### src/rtl/qos_pkg.sv
// Shared definitions for the QoS ingress classifier: class field geometry
// and the classifier FSM state encoding.
package qos_pkg;

  localparam int CLS_W       = 2;
  localparam int NUM_CLS     = 4;
  localparam int DEF_DATA_W  = 8;
  localparam int CLS_MSB     = DEF_DATA_W - 1;

  typedef logic [CLS_W-1:0] cls_t;

  typedef enum logic [1:0] {
    ST_IDLE    = 2'd0,
    ST_LOADED  = 2'd1,
    ST_BLOCKED = 2'd2
  } state_e;

endpackage : qos_pkg

### src/rtl/qos_stat_counter.sv
// Free-running statistics counter: synchronous clear, increment enable,
// wraps modulo 2^CNT_W.
module qos_stat_counter #(
  parameter int CNT_W = 16
) (
  input  logic             clk,
  input  logic             rst,
  input  logic             inc_en,
  output logic [CNT_W-1:0] count
);

  logic [CNT_W-1:0] count_q;
  logic [CNT_W-1:0] count_d;

  always_comb begin
    count_d = count_q;
    if (inc_en) count_d = count_q + CNT_W'(1);
  end

  // NOTE: sequential state is only ever updated with non-blocking assignments
  // so every flop samples the pre-edge value of its neighbours.
  always_ff @(posedge clk) begin
    if (rst) count_q <= '0;
    else     count_q <= count_d;
  end

  assign count = count_q;

endmodule : qos_stat_counter

### src/rtl/qos_classifier.sv
// Ingress classifier: holds one word, decodes its class from the two MSBs
// and pushes it one-hot into the matching class FIFO, stalling on full.
module qos_classifier
  import qos_pkg::*;
#(
  parameter int DATA_W = DEF_DATA_W,
  parameter int CNT_W  = 16
) (
  input  logic               CLK,
  input  logic               RESET,
  input  logic               ENABLE,
  input  logic [DATA_W-1:0]  DATA_IN,
  input  logic               VALID_IN,
  output logic               READY_OUT,
  input  logic [NUM_CLS-1:0] FULL,
  output logic [DATA_W-1:0]  DATA_OUT,
  output logic [NUM_CLS-1:0] PUSH,
  input  logic [CLS_W-1:0]   CNT_SEL,
  output logic [CNT_W-1:0]   CNT_OUT,
  output logic [CNT_W-1:0]   STALL_CNT
);

  state_e            state_q,     state_d;
  logic [DATA_W-1:0] hold_data_q, hold_data_d;
  cls_t              hold_cls_q,  hold_cls_d;

  logic hold_valid;
  logic fire;
  logic ready;
  logic accept;

  logic [CNT_W-1:0] cls_cnt [NUM_CLS];

  // A word is held exactly when the FSM is in LOADED or BLOCKED; deriving it
  // from the state keeps the two from ever disagreeing.
  assign hold_valid = (state_q == ST_LOADED) || (state_q == ST_BLOCKED);

  always_comb begin
    fire   = hold_valid && !FULL[hold_cls_q];
    ready  = ENABLE && !RESET && (!hold_valid || fire);
    accept = VALID_IN && ready;
  end

  // NOTE: every variable driven here gets a default first, so no path leaves
  // a value unassigned and no latch is inferred.
  always_comb begin
    state_d     = state_q;
    hold_data_d = hold_data_q;
    hold_cls_d  = hold_cls_q;
    unique case (state_q)
      ST_IDLE:              state_d = accept ? ST_LOADED : ST_IDLE;
      ST_LOADED, ST_BLOCKED: begin
        if (fire) state_d = accept ? ST_LOADED : ST_IDLE;
        else      state_d = ST_BLOCKED;
      end
      default:              state_d = ST_IDLE;
    endcase
    if (accept) begin
      hold_data_d = DATA_IN;
      hold_cls_d  = DATA_IN[DATA_W-1 -: CLS_W];
    end
  end

  // NOTE: the hold data is cleared on reset as well, because DATA_OUT must
  // read zero after reset rather than a stale word.
  always_ff @(posedge CLK) begin
    if (RESET) begin
      state_q     <= ST_IDLE;
      hold_data_q <= '0;
      hold_cls_q  <= '0;
    end else begin
      state_q     <= state_d;
      hold_data_q <= hold_data_d;
      hold_cls_q  <= hold_cls_d;
    end
  end

  always_comb begin
    PUSH = '0;
    if (fire && !RESET) PUSH = NUM_CLS'(1) << hold_cls_q;
  end

  assign READY_OUT = ready;
  assign DATA_OUT  = hold_data_q;

  for (genvar i = 0; i < NUM_CLS; i++) begin : g_cls_cnt
    qos_stat_counter #(.CNT_W(CNT_W)) u_cls_cnt (
      .clk    (CLK),
      .rst    (RESET),
      .inc_en (fire && (hold_cls_q == cls_t'(i))),
      .count  (cls_cnt[i])
    );
  end

  qos_stat_counter #(.CNT_W(CNT_W)) u_stall_cnt (
    .clk    (CLK),
    .rst    (RESET),
    .inc_en ((state_q == ST_BLOCKED) && !fire),
    .count  (STALL_CNT)
  );

  assign CNT_OUT = cls_cnt[CNT_SEL];

endmodule : qos_classifier

### config.mk
export PLATFORM = sky130hd
export DESIGN_NAME = qos_classifier
export DESIGN_NICKNAME = d
export VERILOG_FILES = /design/src/rtl/qos_pkg.sv /design/src/rtl/qos_stat_counter.sv /design/src/rtl/qos_classifier.sv
export SDC_FILE = /design/constraint.sdc
export NUM_CORES = 1
export LEC_CHECK = 0
export ABC_AREA = 1
export CELL_PAD_IN_SITES_DETAIL_PLACEMENT = 0
export CELL_PAD_IN_SITES_GLOBAL_PLACEMENT = 1
export CORE_MARGIN = 2
export CORE_UTILIZATION = 40
export CTS_BUF_LIST = sky130_fd_sc_hd__clkbuf_4
export DETAILED_ROUTE_END_ITERATION = 7
export PLACE_DENSITY = 0.85
export SYNTH_ARGS = -nofsm -noshare
export SYNTH_HDL_FRONTEND = slang
export SYNTH_SLANG_ARGS = --single-unit
### constraint.sdc
create_clock -name CLK -period 2.34 [get_ports CLK]
set_clock_uncertainty 0.05 [all_clocks]
set_input_delay 0.468 -clock CLK [delete_from_list [all_inputs] [get_ports CLK]]
set_output_delay 0.468 -clock CLK [all_outputs]
set_load 0.02 [all_outputs]
==> results of run 1 <==
-- power by group through the flow --
| stage | clock [mW] | sequential, mW | combinational, mW |
|---|---|---|---|
| after floorplan | 0 | 1.59 | 0.156 |
| after detailed placement | 0 | 1.58 | 0.313 |
| final | 0.788 | 1.55 | 0.305 |
| after global placement | 0 | 1.58 | 0.314 |
| after CTS | 0.819 | 1.55 | 0.306 |
| after global routing | 0.877 | 1.55 | 0.335 |
-- flip-flops by register name, summed over array words and instances, names as in the netlist --
| register | cells |
|---|---|
| u_stall_cnt.count | 16 |
| state_q | 2 |
| DATA_OUT | 8 |
| g_cls_cnt.u_cls_cnt.count | 64 |
-- synth_stat cells (2+ instances only) --
cell	instances	area share, %
a21oi_2	2	0.32
buf_1	3	0.21
ha_1	8	1.8
buf_4	2	0.28
dfxtp_1	90	33
nand3_4	2	0.65
o21ai_0	39	3.6
o22ai_1	11	1.3
inv_2	2	0.14
nor3_1	4	0.37
nor2_4	2	0.42
nor2_1	178	12
buf_2	6	0.55
xnor2_1	7	1.1
nand3_1	47	4.3
nand2_2	6	0.69
clkbuf_1	19	1.3
nand2_1	286	20
buf_6	3	0.62
nand4_1	27	3.1
a21oi_1	69	6.4
inv_1	67	4.6
xor2_1	15	2.4
-- metrics by stage --
step | setup WS [ns] | cell area, um2 | hold WS (ns) | setup TNS, ns
after floorplan | 0.237 | 5420 | 0.402 | 0
after global placement | -0.434 | 6400 | 0.412 | -7.07
after detailed placement | -0.438 | 6400 | 0.420 | -7.06
after CTS | 0.0120 | 6540 | 0.205 | 0
after global routing | -0.0227 | 6550 | 0.196 | -0.0227
final | 0.0600 | 6550 | 0.206 | 0
-- repair_timing --
item,4_1_cts,5_1_grt
hold endpoints to repair,0,0
pin swaps,3,3
gates resized for setup,61,23
setup endpoints to repair,21,13
buffers inserted,4,0
cloned,0,0
-- cell type report --
type,instances,area [um2],share of cell area [%]
clock buffers,12,90.1,1.38
clock inverters,4,18.8,0.287
inverters,70,265,4.05
multi-input cells,705,3230,49.3
flip-flops and latches,90,1810,27.6
well taps,176,220,3.36
repair buffers,105,913,13.9
-- cells by family after synthesis --
group	count (synthesis)
AO/OA/AOI/OAI	122
XOR/XNOR	22
adder cells (fa/ha/maj)	8
buffers and inverters	103
flip-flops	90
AND/OR/NAND/NOR	553
-- layer usage --
layer	routed length, um	GRT usage [%]
met5	0	0
met3	582	4.34
met2	7210	36.1
met1	7470	29.7
met4	234	6.18
-- worst max-delay path, stage by stage --
cell and delay, ns:
clkdlybuf4s50_1 0.47, buf_4 0.16, o21ai_0 0.12, o22ai_1 0.19, dlygate4sd2_1 0.35
-- final timing paths --
path,end,slack [ns]
worst max register to register,g_cls_cnt[1].u_cls_cnt.count[14],0.15
worst max-delay path,CNT_OUT[15],0.06
worst min register to register,g_cls_cnt[1].u_cls_cnt.count[13],0.45
worst min-delay path,state_q[1],0.21
==> summary.txt, run 1 <==
Run status
  • Run status: finished clean

Clock network
  • CTS tree: yes
  • CTS Root Cell: clkbuf_4
  • Worst-Skew Late Latency: approximately 0.48 ns
  • Worst-case clock buffer depth: 2
  • Num CTS Buffers: 9
  • Hold bufs inserted after CTS: 0
  • Reg clk slew, reported paths: about 0.14 ns
  • Clock tree sinks: 90
  • H-Tree Depth: 3

Die
  • Core box area: about 13000 um2
  • Ports: 63
  • Die area: around 14000 um2
  • Row cnt: 42
  • Die W: between 100 and 150 um
  • Floorplan die height: between 100 and 150 um
  • Starting Density: between 40% and 50%

Setup path
  • Worst Setup End Kind: output port
  • Arrival @ worst endpoint: approximately 1.8 ns
  • Critical Path RT: around 1.8 ns
  • CP Class: in2out
  • FF-to-FF Start: state_q[1]
  • CP startpoint kind: input pin
  • Worst r2r path cells: 13
  • CP max FO: 11
  • Worst setup startpoint: CNT_SEL[1]

Power
  • Part of the power in combinational logic: between 10% and 20%
  • NetSw: roughly 0.73 mW
  • Peak VDD IR: roughly 0.32 mV
  • Sw frac: between 20% and 30%
  • Pleak: about 2.5 nW
  • Clock share of power: around 30%
  • Pint: about 1.9 mW
  • Pwr Total: 2.64 mW
  • Power Density: 404 nW/um2
  • Sequential Power Share: between 50% and 60%

Final layout
  • Finished Layout Cells: 1162
  • Share of layout cells above drive strength 1: 9.84%
  • Nets: 1007
  • Fillers: ~1400
  • Commonest non-fill, non-tap cell in the layout: nand2_1
  • Layout area overhead: 20.8%
  • Ant. Diodes: 0
  • Commonest non-fill, non-tap cells in the layout: 285 x nand2_1, 175 x nor2_1, 85 x dfxtp_1
  • Post-Route Utilization: 49.5%

Yosys
  • Syn Inst Count: roughly 900
  • Top FF cell, synth: dfxtp_1
  • Post-Syn Area: ~5400 um2
  • #FFs+latches synth: 90
  • Simple-Gate Fraction of Synth Area: around two fifths
  • Mean Syn Cell Area: a little over 6 um2
  • XOR/XNOR share of the synthesized area: about 3.6%
  • Post-synthesis compound-gate area fraction: a little under an eighth
  • Ys Warns: 0
  • Post-synth cell types: 26
  • Seq/Total Area, Yosys: 33.2%
  • EDFF count, synth: 0
  • Post-synthesis mux area share: 0%
  • Syn nets: between 900 and 1000
  • Synthesized-area fraction occupied by adder cells: under 10%
  • Ys async rst share: 0%
  • Main combinational cell family by area after synthesis: simple AND/OR/NAND/NOR gates

STA
  • Tcrit/Tclk final: a little over nine tenths
  • Slew Viols, Final: 0
  • Final Hold Viols: 0
  • RSZ-0062 raised after global routing: true
  • Final min period: 2.28 ns
  • Worst-margin pin slew: 0.391 ns
  • F_max: about 0.44 GHz
  • Slew headroom: between 70% and 80%
  • Final number of setup-violating endpoints: 0

Placed design
  • Port buffer count: slightly above 60
  • Dpl cells: 1142
  • Gpl congestion: between 0.8 and 0.9
  • Placed wire-length estimate: 11400 um

Detailed routing
  • Antenna Violating Nets Remaining: 0
  • Routed vias: ~5700
  • Vias per cell: slightly below 5
  • # DRC: 0
  • Drt pass-1 iters: 7
  • WL per Instance: about 13 um
  • Detailed Route WL: between 15000 and 20000 um
  • Iter 0 DRT Violations: 530

Global routing
  • Initial antenna violation count: 0
  • Total track usage: 22.1%
  • Largest net degree at the start of global routing: 31
  • Grt ovf: 0
  • First-pass GRT wire length: roughly 26000 um
  • Vias in the first global route: 5176

Hold path
  • Hold path cells: 2
  • Hold path start: RESET
  • Hold Path Class: in2reg

Job
  • Max Cap Viol: 0
Power figures use the tool's default switching activity.
==> inputs of run 2 (changes only) <==
--- a/config.mk
+++ b/config.mk
@@ -5,14 +5,13 @@
 export SDC_FILE = /design/constraint.sdc
 export NUM_CORES = 1
 export LEC_CHECK = 0
-export ABC_AREA = 1
 export CELL_PAD_IN_SITES_DETAIL_PLACEMENT = 0
 export CELL_PAD_IN_SITES_GLOBAL_PLACEMENT = 1
 export CORE_MARGIN = 2
-export CORE_UTILIZATION = 40
+export CORE_UTILIZATION = 43
 export CTS_BUF_LIST = sky130_fd_sc_hd__clkbuf_4
 export DETAILED_ROUTE_END_ITERATION = 7
-export PLACE_DENSITY = 0.85
+export PLACE_DENSITY = 0.84
 export SYNTH_ARGS = -nofsm -noshare
 export SYNTH_HDL_FRONTEND = slang
 export SYNTH_SLANG_ARGS = --single-unit
==> constraint.sdc (replaced) <==
create_clock -name CLK -period 2.34 [get_ports CLK]
set_clock_uncertainty 0.05 [all_clocks]
set_input_delay 0.234 -clock CLK [delete_from_list [all_inputs] [get_ports CLK]]
set_output_delay 0.234 -clock CLK [all_outputs]
set_load 0.02 [all_outputs]
==> run 2 against run 1 <==
Fmax decreased by 0.54%. Synthesized area decreased by 15%. Critical endpoint is now CNT_OUT[14]. Worst setup slack got worse by 0.012 ns. Critical path type unchanged.
==> summary.txt, run 2 <==
Run status
  • Run status: finished clean (unchanged)

Die
  • Die W: 107 um (was 120 um)
  • Ports: 63 (unchanged)
  • Floorplan die height: 107 um (was 120 um)
  • Row cnt: 37 (was 42)
  • Core box area: 10400 um2 (was 13200 um2)
  • Starting Density: 44.4% (was 40.9%)
  • Die area: 11500 um2 (was 14500 um2)

Final layout
  • Commonest non-fill, non-tap cell in the layout: dfxtp_1 (was nand2_1)
  • Commonest non-fill, non-tap cells in the layout: 88 x dfxtp_1, 52 x nor2_1, 47 x clkdlybuf4s50_1 (was 285 x nand2_1, 175 x nor2_1, 85 x dfxtp_1)
  • Nets: 597 (was 1007)
  • Share of layout cells above drive strength 1: 13.6% (was 9.84%)
  • Largest register FFs: 64 (unchanged)
  • Finished Cell Area: 5620 um2 (was 6550 um2)
  • Ant. Diodes: 0 (unchanged)
  • Layout area overhead: 22.1% (was 20.8%)

STA
  • Final worst slack: 0.0476 ns (was 0.0600 ns)
  • RSZ-0062 raised after global routing: true (unchanged)
  • Final Hold Viols: 0 (unchanged)
  • Tcrit/Tclk final: 98.0% (was 97.4%)
  • Worst-margin pin slew: 0.468 ns (was 0.391 ns)
  • Slew Viols, Final: 0 (unchanged)
  • Final min period: 2.29 ns (was 2.28 ns)
  • F_max: 0.436 GHz (was 0.439 GHz)
  • Final number of setup-violating endpoints: 0 (unchanged)
  • Slew headroom: 68.8% (was 73.9%)

Yosys
  • Post-Syn Area: 4600 um2 (was 5420 um2)
  • Post-synth cell types: 43 (was 26)
  • Seq/Total Area, Yosys: 39.2% (was 33.2%)
  • Top FF cell, synth: dfxtp_1 (unchanged)
  • Cell taking the most area after synthesis: dfxtp_1 (unchanged)
  • Synth top area cells: dfxtp_1 39%, mux4_2 8.3%, a21oi_1 4.5% (was dfxtp_1 33%, nand2_1 20%, nor2_1 12%)
  • Synth top cells by count: 90 x dfxtp_1, 52 x nor2_1, 41 x a21oi_1 (was 286 x nand2_1, 178 x nor2_1, 90 x dfxtp_1)
  • #FFs+latches synth: 90 (unchanged)
  • Ys Warns: 0 (unchanged)
  • Most used standard cell by instance count after synthesis: dfxtp_1 (was nand2_1)
  • Syn Inst Count: 499 (was 898)
  • Syn nets: 525 (was 924)
  • EDFF count, synth: 0 (unchanged)
  • Mean Syn Cell Area: 9.22 um2 (was 6.04 um2)
  • Ys async rst share: 0% (unchanged)
  • Yosys top cell area share: 39.2% (was 33.2%)

Hold path
  • Hold path cells: 2 (unchanged)
  • Hold Path End: DATA_OUT[0] (was state_q[1])
  • Hold Path Class: in2reg (unchanged)
  • Hold path start: RESET (unchanged)

Placed design
  • Port buffer count: 62 (unchanged)
  • Placed wire-length estimate: 8220 um (was 11400 um)
  • Placed Area: 5470 um2 (was 6400 um2)
  • Pre-CTS WS: 0.0388 ns (was -0.438 ns)
  • Gpl congestion: 0.828 (was 0.877)

Detailed routing
  • Detailed Route WL: 11300 um (was 15500 um)
  • Routed vias: 4010 (was 5668)
  • Antenna Violating Nets Remaining: 0 (unchanged)
  • WL per Instance: 15.9 um (was 13.3 um)
  • Iter 0 DRT Violations: 209 (was 530)
  • Drt pass-1 iters: 4 (was 7)
  • Vias per cell: 5.65 (was 4.88)
  • # DRC: 0 (unchanged)

Setup path
  • Critical Path RT: 2.06 ns (was 1.82 ns)
  • FF-to-FF Start: state_q[0] (was state_q[1])
  • Reg-to-reg endpoint: g_cls_cnt[3].u_cls_cnt.count[15] (was g_cls_cnt[1].u_cls_cnt.count[14])
  • Worst r2r path cells: 9 (was 13)
  • Arrival @ worst endpoint: 2.01 ns (was 1.76 ns)
  • FF-to-FF setup slack: 0.16 ns (was 0.15 ns)
  • CP max FO: 16 (was 11)
  • Worst Setup End Kind: output port (unchanged)
  • CP startpoint kind: input pin (unchanged)
  • CP Class: in2out (unchanged)

Clock network
  • Worst-Skew Late Latency: 0.42 ns (was 0.48 ns)
  • Clock tree sinks: 90 (unchanged)
  • CTS Root Cell: clkbuf_4 (unchanged)
  • H-Tree Depth: 3 (unchanged)
  • Hold bufs inserted after CTS: 0 (unchanged)
  • Worst-case clock buffer depth: 2 (unchanged)
  • CTS tree: yes (unchanged)
  • Num CTS Buffers: 9 (unchanged)
  • Reg clk slew, reported paths: 0.13 ns (was 0.14 ns)

Global routing
  • Grt ovf: 0 (unchanged)
  • Global routing usage on met3: 3.33% (was 4.34%)
  • First-pass GRT wire length: 18800 um (was 25600 um)
  • Vias in the first global route: 3792 (was 5176)
  • Met1 Use GR: 28.4% (was 29.7%)
  • Total track usage: 20.5% (was 22.1%)
  • Initial antenna violation count: 0 (unchanged)
  • GRT busiest layer: met2 (unchanged)
  • Met2 GRT Util: 32.1% (was 36.1%)
  • Largest net degree at the start of global routing: 78 (was 31)

Power
  • Peak VDD IR: 0.215 mV (was 0.323 mV)
  • Pleak: 2.02 nW (was 2.49 nW)
  • Power Density: 435 nW/um2 (was 404 nW/um2)

Job
  • Max Cap Viol: 0 (unchanged)
-- run 2: changes by cell type in the layout (fill, tap and decap cells not counted), moves of 10 or more --
cell	before	now
nand2_1	285	29
buf_4	40	22
nand3_1	47	28
or3_1	0	19
o22ai_1	11	1
xnor2_1	7	19
nor2_1	175	52
mux4_2	0	17
or4_1	0	19
inv_1	66	13
o31ai_1	0	18
a21oi_1	69	41
o21ai_0	39	19
-- run 2: through the flow --
stage	hold slack [ns]	utilization, %	std cells	power (mW)	TNS [ns]
global placement	0.413	52.8	695	1.74	0
detailed placement	0.434	52.8	695	1.74	0
finish	0.123	54.2	710	2.44	0
floorplan	0.331	-	499	1.67	0
global route	0.0948	54.2	710	2.55	-0.00897
CTS	0.0900	53.7	709	2.48	0
-- run 2: what timing repair did --
action | CTS | global route
setup endpoints to repair | 5 | 30
pin swaps | 0 | 0
buffers inserted | 0 | 1
gates resized for setup | 13 | 16
-- run 2: logic make-up after synthesis --
family	Yosys count	share of synthesized area [%]
AO/OA/AOI/OAI	81	9.95
XOR/XNOR	32	6.09
adder cells (fa/ha/maj)	8	2.18
buffers and inverters	38	3.67
flip-flops	90	39.2
multiplexers	35	12.5
AND/OR/NAND/NOR	215	26.5
-- run 2: critical path: stages --
cell             delay, ns
clkdlybuf4s50_1       0.50
buf_12                0.19
mux4_2                0.52
clkdlybuf4s50_1       0.55
-- run 2: power by group --
group          internal, mW  switching, mW  leakage (nW)
registers              1.54        0.00619         0.726
logic                0.0800         0.0857          1.24
clock network         0.254          0.476        0.0614
-- run 2: worst max path at each step --
stage / to / startpoint / depth (start not counted)
after floorplan: g_cls_cnt[2].u_cls_cnt.count[15] / state_q[1] / 7
after global placement: CNT_OUT[3] / CNT_SEL[1] / 4
after detailed placement: CNT_OUT[9] / CNT_SEL[1] / 4
after CTS: READY_OUT / state_q[0] / 7
after global routing: g_cls_cnt[2].u_cls_cnt.count[15] / state_q[0] / 7
final: CNT_OUT[14] / CNT_SEL[1] / 4
-- run 2: area by class of cell --
class / count / area (um2)
fillers: 1003 / 4750
multi-input cells: 371 / 2660
flip-flops and latches: 90 / 1800
repair buffers: 86 / 835
well taps: 136 / 170
clock buffers: 13 / 97.6
inverters: 13 / 48.8
clock inverters: 1 / 3.75
-- run 2: metal layers --
| layer | wire length, um | vias to the layer above |
|---|---|---|
| li1 | - | 1980 |
| met3 | 453 | 11 |
| met5 | 0 | - |
| met2 | 5450 | 81 |
| met4 | 163 | 0 |
| met1 | 5180 | 1938 |
